--- src/rtl/fp_mul_pipe_if.sv ---
// rtl/fp_mul_pipe_if.sv - operand/result handshake bundle for fp_mul_pipe
interface fp_mul_pipe_if #(
    parameter int EXP_W = 8,
    parameter int MAN_W = 23
);
    logic                   in_valid;
    logic                   in_ready;
    logic [EXP_W+MAN_W:0]   in_a;
    logic [EXP_W+MAN_W:0]   in_b;
    logic                   out_valid;
    logic                   out_ready;
    logic [EXP_W+MAN_W:0]   out_result;
    logic [2:0]             out_flags;

    modport master (
        output in_valid, in_a, in_b, out_ready,
        input  in_ready, out_valid, out_result, out_flags
    );

    modport slave (
        input  in_valid, in_a, in_b, out_ready,
        output in_ready, out_valid, out_result, out_flags
    );
endinterface

--- src/rtl/fp_mul_pipe.sv ---
// rtl/fp_mul_pipe.sv - 3-stage IEEE-754 multiplier, FTZ, saturating; FPMUL_RNE_EN selects round-to-nearest-even
module fp_mul_pipe #(
    parameter int EXP_W = 8,
    parameter int MAN_W = 23
) (
    input  logic          clk,
    input  logic          rst,
    fp_mul_pipe_if.slave  bus
);
    localparam int W  = EXP_W + MAN_W + 1;
    localparam int SW = MAN_W + 1;
    localparam int PW = 2 * SW;
    localparam int EW = EXP_W + 2;
    localparam int HW = MAN_W + 2;

    localparam logic [EW-1:0]        BIAS     = EW'((1 << (EXP_W - 1)) - 1);
    localparam logic signed [EW-1:0] EXP_MAX  = EW'((1 << EXP_W) - 1);
    localparam logic signed [EW-1:0] EXP_ZERO = '0;
    localparam logic [W-1:0]         QNAN     = {1'b0, {EXP_W{1'b1}}, 1'b1, {(MAN_W-1){1'b0}}};

    logic stall;
    logic advance;

    assign stall        = bus.out_valid && !bus.out_ready;
    assign advance      = !stall;
    assign bus.in_ready = !rst && !stall;

    logic [EXP_W-1:0] a_exp, b_exp;
    logic [MAN_W-1:0] a_frac, b_frac;
    logic             a_zero, a_inf, a_nan;
    logic             b_zero, b_inf, b_nan;

    assign a_exp  = bus.in_a[W-2:MAN_W];
    assign b_exp  = bus.in_b[W-2:MAN_W];
    assign a_frac = bus.in_a[MAN_W-1:0];
    assign b_frac = bus.in_b[MAN_W-1:0];

    // Subnormal inputs are classified as zero (flush-to-zero)
    assign a_zero = (a_exp == '0);
    assign b_zero = (b_exp == '0);
    assign a_inf  = (&a_exp) && (a_frac == '0);
    assign b_inf  = (&b_exp) && (b_frac == '0);
    assign a_nan  = (&a_exp) && (a_frac != '0);
    assign b_nan  = (&b_exp) && (b_frac != '0);

    logic                 s1_valid, s1_sign, s1_nan, s1_inf, s1_zero;
    logic [SW-1:0]        s1_ma, s1_mb;
    logic signed [EW-1:0] s1_exp;

    logic                 s2_valid, s2_sign, s2_nan, s2_inf, s2_zero;
    logic [HW-1:0]        s2_hi;
    logic signed [EW-1:0] s2_exp;

`ifdef FPMUL_RNE_EN
    logic          s2_g, s2_st;
    logic [PW-1:0] prod;

    assign prod = {{SW{1'b0}}, s1_ma} * {{SW{1'b0}}, s1_mb};
`endif

    logic                 msb;
    logic                 carry;
    logic [MAN_W-1:0]     frac_t, frac_r;
    logic signed [EW-1:0] exp_n;
    logic                 overflow, underflow;
    logic [W-1:0]         res;
    logic [2:0]           flg;

    assign msb    = s2_hi[HW-1];
    assign frac_t = msb ? s2_hi[MAN_W:1] : s2_hi[MAN_W-1:0];

`ifdef FPMUL_RNE_EN
    logic guard, sticky, round_up;

    assign guard    = msb ? s2_hi[0] : s2_g;
    assign sticky   = msb ? (s2_g | s2_st) : s2_st;
    assign round_up = guard && (sticky || frac_t[0]);
    // A carry out leaves frac_r wrapped to zero, which is the renormalised fraction
    assign {carry, frac_r} = {1'b0, frac_t} + {{MAN_W{1'b0}}, round_up};
`else
    assign carry  = 1'b0;
    assign frac_r = frac_t;
`endif

    assign exp_n     = s2_exp + {{(EW-1){1'b0}}, msb} + {{(EW-1){1'b0}}, carry};
    assign overflow  = (exp_n >= EXP_MAX);
    assign underflow = (exp_n <= EXP_ZERO);

    always_comb begin
        res = {s2_sign, exp_n[EXP_W-1:0], frac_r};
        flg = 3'b000;
        if (s2_nan) begin
            res = QNAN;
            flg = 3'b100;
        end else if (s2_inf) begin
            res = {s2_sign, {EXP_W{1'b1}}, {MAN_W{1'b0}}};
        end else if (s2_zero) begin
            res = {s2_sign, {(W-1){1'b0}}};
        end else if (overflow) begin
            res = {s2_sign, {EXP_W{1'b1}}, {MAN_W{1'b0}}};
            flg = 3'b010;
        end else if (underflow) begin
            res = {s2_sign, {(W-1){1'b0}}};
            flg = 3'b001;
        end
    end

    always_ff @(posedge clk) begin
        if (rst) begin
            s1_valid       <= 1'b0;
            s2_valid       <= 1'b0;
            bus.out_valid  <= 1'b0;
            bus.out_result <= '0;
            bus.out_flags  <= '0;
        end else if (advance) begin
            s1_valid <= bus.in_valid;
            s1_sign  <= bus.in_a[W-1] ^ bus.in_b[W-1];
            s1_nan   <= a_nan || b_nan || (a_inf && b_zero) || (b_inf && a_zero);
            s1_inf   <= a_inf || b_inf;
            s1_zero  <= a_zero || b_zero;
            s1_ma    <= {1'b1, a_frac};
            s1_mb    <= {1'b1, b_frac};
            s1_exp   <= $signed({2'b00, a_exp} + {2'b00, b_exp} - BIAS);

            s2_valid <= s1_valid;
            s2_sign  <= s1_sign;
            s2_nan   <= s1_nan;
            s2_inf   <= s1_inf;
            s2_zero  <= s1_zero;
            s2_exp   <= s1_exp;
`ifdef FPMUL_RNE_EN
            s2_hi    <= prod[PW-1:MAN_W];
            s2_g     <= prod[MAN_W-1];
            s2_st    <= |prod[MAN_W-2:0];
`else
            s2_hi    <= HW'(({{SW{1'b0}}, s1_ma} * {{SW{1'b0}}, s1_mb}) >> MAN_W);
`endif

            bus.out_valid  <= s2_valid;
            bus.out_result <= res;
            bus.out_flags  <= flg;
        end
    end
endmodule

--- src/flat_wrapper.sv ---
// flat-port wrapper written by rule: the top's interface ports become plain ports
module fp_mul_pipe_flat 
#(
    parameter int EXP_W = 8,
    parameter int MAN_W = 23
)
  (clk, rst, bus_in_valid, bus_in_a, bus_in_b, bus_out_ready, bus_in_ready, bus_out_valid, bus_out_result, bus_out_flags);
  fp_mul_pipe_if #(.EXP_W(EXP_W), .MAN_W(MAN_W)) bus_i ();
  input  logic clk;
  input  logic rst;
  input wire logic [$bits(bus_i.in_valid)-1:0] bus_in_valid;
  input wire logic [$bits(bus_i.in_a)-1:0] bus_in_a;
  input wire logic [$bits(bus_i.in_b)-1:0] bus_in_b;
  input wire logic [$bits(bus_i.out_ready)-1:0] bus_out_ready;
  output wire logic [$bits(bus_i.in_ready)-1:0] bus_in_ready;
  output wire logic [$bits(bus_i.out_valid)-1:0] bus_out_valid;
  output wire logic [$bits(bus_i.out_result)-1:0] bus_out_result;
  output wire logic [$bits(bus_i.out_flags)-1:0] bus_out_flags;
  assign bus_i.in_valid = bus_in_valid;
  assign bus_i.in_a = bus_in_a;
  assign bus_i.in_b = bus_in_b;
  assign bus_i.out_ready = bus_out_ready;
  assign bus_in_ready = bus_i.in_ready;
  assign bus_out_valid = bus_i.out_valid;
  assign bus_out_result = bus_i.out_result;
  assign bus_out_flags = bus_i.out_flags;
  fp_mul_pipe #(.EXP_W(EXP_W), .MAN_W(MAN_W)) u_core (.clk(clk), .rst(rst), .bus(bus_i));
endmodule
--- config.mk ---
export PLATFORM = sky130hd
export DESIGN_NAME = fp_mul_pipe_flat
export DESIGN_NICKNAME = d
export VERILOG_FILES = /design/src/rtl/fp_mul_pipe_if.sv /design/src/rtl/fp_mul_pipe.sv /design/src/flat_wrapper.sv
export SDC_FILE = /design/constraint.sdc
export NUM_CORES = 2
export LEC_CHECK = 0
export BUFFER_PORTS_ARGS = -buffer_cell sky130_fd_sc_hd__buf_2
export CAP_MARGIN = 5
export CELL_PAD_IN_SITES_DETAIL_PLACEMENT = 0
export CELL_PAD_IN_SITES_GLOBAL_PLACEMENT = 1
export CORE_MARGIN = 3
export CORE_UTILIZATION = 35
export CTS_BUF_LIST = sky130_fd_sc_hd__clkbuf_4 sky130_fd_sc_hd__clkbuf_8
export CTS_CLUSTER_SIZE = 24
export DETAILED_ROUTE_END_ITERATION = 12
export PLACE_DENSITY_LB_ADDON = 0.3
export SETUP_SLACK_MARGIN = 0.4
export SYNTH_ARGS = -nofsm -noshare
export SYNTH_HDL_FRONTEND = slang
export SYNTH_SLANG_ARGS = --single-unit
--- constraint.sdc ---
create_clock -name clk -period 6.4 [get_ports clk]
set_input_delay 0.64 -clock clk [delete_from_list [all_inputs] [get_ports clk]]
set_output_delay 0.64 -clock clk [all_outputs]
set_load 0.05 [all_outputs]
==> run metrics <==
failing checks=negative setup slack; area of placed instances=26760 um^2; Worst Path Max Fanout=6; RSZ-0062 raised after global routing=true; reg2reg end=u_core.s2_hi[20]; max_cap viols=0; via/cell ratio=around 4.8; Synth Instances=2424; die span in y=roughly 260 um; drt first pass iters=7; Die ar.=70070 um^2; Least-Margin Pin Slew=1.016 ns; chip width=264.7 um; Worst Setup Path Type=flop to flop; initial antenna violation count=1; RD Place Congestion=0.8996; I/O pin count=around 110; # nets final=3410; drt total wl=approximately 67000 um; clk slew on worst S/H paths=0.10 ns; core area=65980 um^2; Max clock buf depth=2; Synth cell types=64; Hold Crit Start=bus_in_b[13]; vias in the first global route=18696; Post-synth EDFFs=99; HP Class=input port to flop; CP Data Arrival Time=7.03 ns; Synth area leaders=fa_1 41%, edfxtp_1 13%, ha_1 9.6%; first-pass GRT wire length=roughly 110000 um; outcome=finished with violations; initial drt markers=713; Post-Syn Area=~23000 um^2; total track usage=19.91%; Starting Density=a little over a third; Reg2Reg Depth=24; Post-DRT Antenna Nets=0; area of the multi-input gates=17470 um^2; largest net degree at the start of global routing=68; period utilization=105.9%; hold path cells=1; CTS Buf Count=17; Sink Count=137; Syn-to-layout area delta=17.78%; YS warnings=0; max frequency=147.6 MHz; register area=3734 um^2; Seq cells post-synth=137; Most used DFF post-synth=edfxtp_1; Fin. Hold Viols=0; DP Wirelength=roughly 58000 um; Cell Rows=94; Root Buffer=clkbuf_8; ys async rst share=0%; IO buf count=around 100; clk_lat worst skew=0.51 ns; syn_nets=3154; Final Critical Period=a little under 7 ns; layout cells sized above 1=around 18%; number of hold buffers added after cts=0; post-synth top area share=around two fifths; top-count cell post-synth=inv_1; final slew viol count=0; # fillers=~6500; post-synthesis sequential area ratio=15.94%; reg-to-reg slack, setup=-0.37 ns; Data required, critical path=roughly 6.7 ns; Post-synth top cells=588 x inv_1, 482 x fa_1, 293 x nand2_1; final instance area=27590 um^2; per-cell routed wire length=18.85 um; Yosys top cell by area=fa_1; GRT overflow=0; crit path launch type=flop; Final WS setup=-0.3750 ns; Setup Skew=0.02033 ns; setup violators final=19; CP Capture Type=flop; Hold Crit Endpoint=u_core.s1_mb[13]; DRC viols=0; H-tree levels=4; DR vias=17056; slew margin rel.=32.29%; Mapped Avg Cell Area=9.664 um^2; worst r2r src=u_core.s1_ma[4]; CTS tree=done
registers in the layout (all words and copies together) (netlist names):
register,flops
u_core.s1_mb,23
u_core.s2_hi,25
u_core.s2_zero,1
u_core.s1_sign,1
u_core.bus.out_valid,1
u_core.s1_exp,10
u_core.s1_ma,23
u_core.s2_sign,1
u_core.s2_nan,1
u_core.s2_exp,10
u_core.bus.out_flags,3
u_core.s1_inf,1
u_core.s2_inf,1
u_core.s1_valid,1
u_core.bus.out_result,32
u_core.s2_valid,1
u_core.s1_nan,1
u_core.s1_zero,1
how the worst max path moves through the flow:
stage,startpoint,to,slack [ns]
floorplan,u_core.s1_ma[9],u_core.s2_hi[24],0.02
global placement,u_core.s1_mb[8],u_core.s2_hi[23],-0.73
detailed placement,u_core.s1_mb[8],u_core.s2_hi[20],-0.73
CTS,u_core.s1_mb[8],u_core.s2_hi[23],-0.34
global route,u_core.s1_mb[8],u_core.s2_hi[20],-0.58
finish,u_core.s1_ma[4],u_core.s2_hi[20],-0.37
metal layers:
| layer | global-route usage, % | share of wire [%] | vias to the layer above |
|---|---|---|---|
| met5 | 0 | 0 | - |
| li1 | - | - | 7765 |
| met3 | 1.754 | 3.0 | 75 |
| met1 | 25.51 | 42 | 8883 |
| met4 | 5.588 | 2.5 | 0 |
| met2 | 36.10 | 53 | 333 |
critical path, stage by stage, from the launching register on:
cell	delay (ns)
edfxtp_1	0.40
buf_6	0.16
and2_1	0.17
fa_1	0.51
inv_1	0.06
fa_1	0.54
inv_1	0.05
fa_1	0.48
fa_1	0.58
fa_1	0.47
fa_1	0.51
inv_2	0.04
fa_1	0.54
inv_2	0.05
ha_4	0.21
a21o_1	0.18
a21oi_2	0.14
o2111a_2	0.23
a31oi_4	0.11
buf_12	0.15
a31o_4	0.22
o21ai_4	0.22
o2111ai_2	0.18
and2_1	0.18
xor2_1	0.14
cell type report:
type / instances / share of cell area, %
multi-input cells: 1595 / 63.32
clock buffers: 17 / 0.8480
diodes: 1 / 0.009070
clock inverters: 15 / 0.5805
repair buffers: 339 / 9.732
inverters: 590 / 8.059
flip-flops and latches: 137 / 13.53
well taps: 864 / 3.918
logic make-up (layout without fill, tap and decap cells):
group / after synthesis / after routing / share of synthesized area (%)
compound gates: 150 / 150 / 4.364
xor+xnor: 48 / 48 / 1.795
fa+ha+maj: 662 / 662 / 50.81
buf+inv: 692 / 961 / 11.17
flops: 137 / 137 / 15.94
mux: 23 / 23 / 1.100
other cells: 0 / 1 / 0
simple gates: 712 / 712 / 14.83
layout by cell type (no fill, tap or decap), types with 14 or more instances in the layout:
cell      instances
xor2_1           16
nand2_1         291
clkbuf_8         17
buf_12           29
mux2_2           22
buf_2           104
ha_1            168
fa_1            469
inv_1           574
buf_4           196
and2_1          224
a21oi_1          41
xnor2_1          31
edfxtp_1         99
a21o_1           19
dfxtp_1          38
nor4_1           14
a22oi_1          22
nor3_1           14
nand4_1          15
nor2_1           94
what timing repair did:
item | CTS | global route
setup buffers | 8 | 7
resized for setup | 42 | 41
pin swaps | 36 | 34
setup endpoints to repair | 25 | 25
hold endpoints to repair | 0 | 0
through the flow:
stage	TNS (ns)	instances	setup WS, ns	util [%]	hold WS [ns]
after floorplan	0	2424	0.02017	-	0.4003
final	-4.104	3558	-0.3750	41.82	0.3202
after detailed placement	-12.32	3510	-0.7323	40.55	0.4045
after global placement	-12.29	3510	-0.7251	40.55	0.4033
after global routing	-8.963	3558	-0.5822	41.82	0.2801
after CTS	-3.833	3550	-0.3375	41.55	0.2700
Power is not shown: default switching activity piles up to over one toggle a cycle in this logic, so the estimate is an artifact.
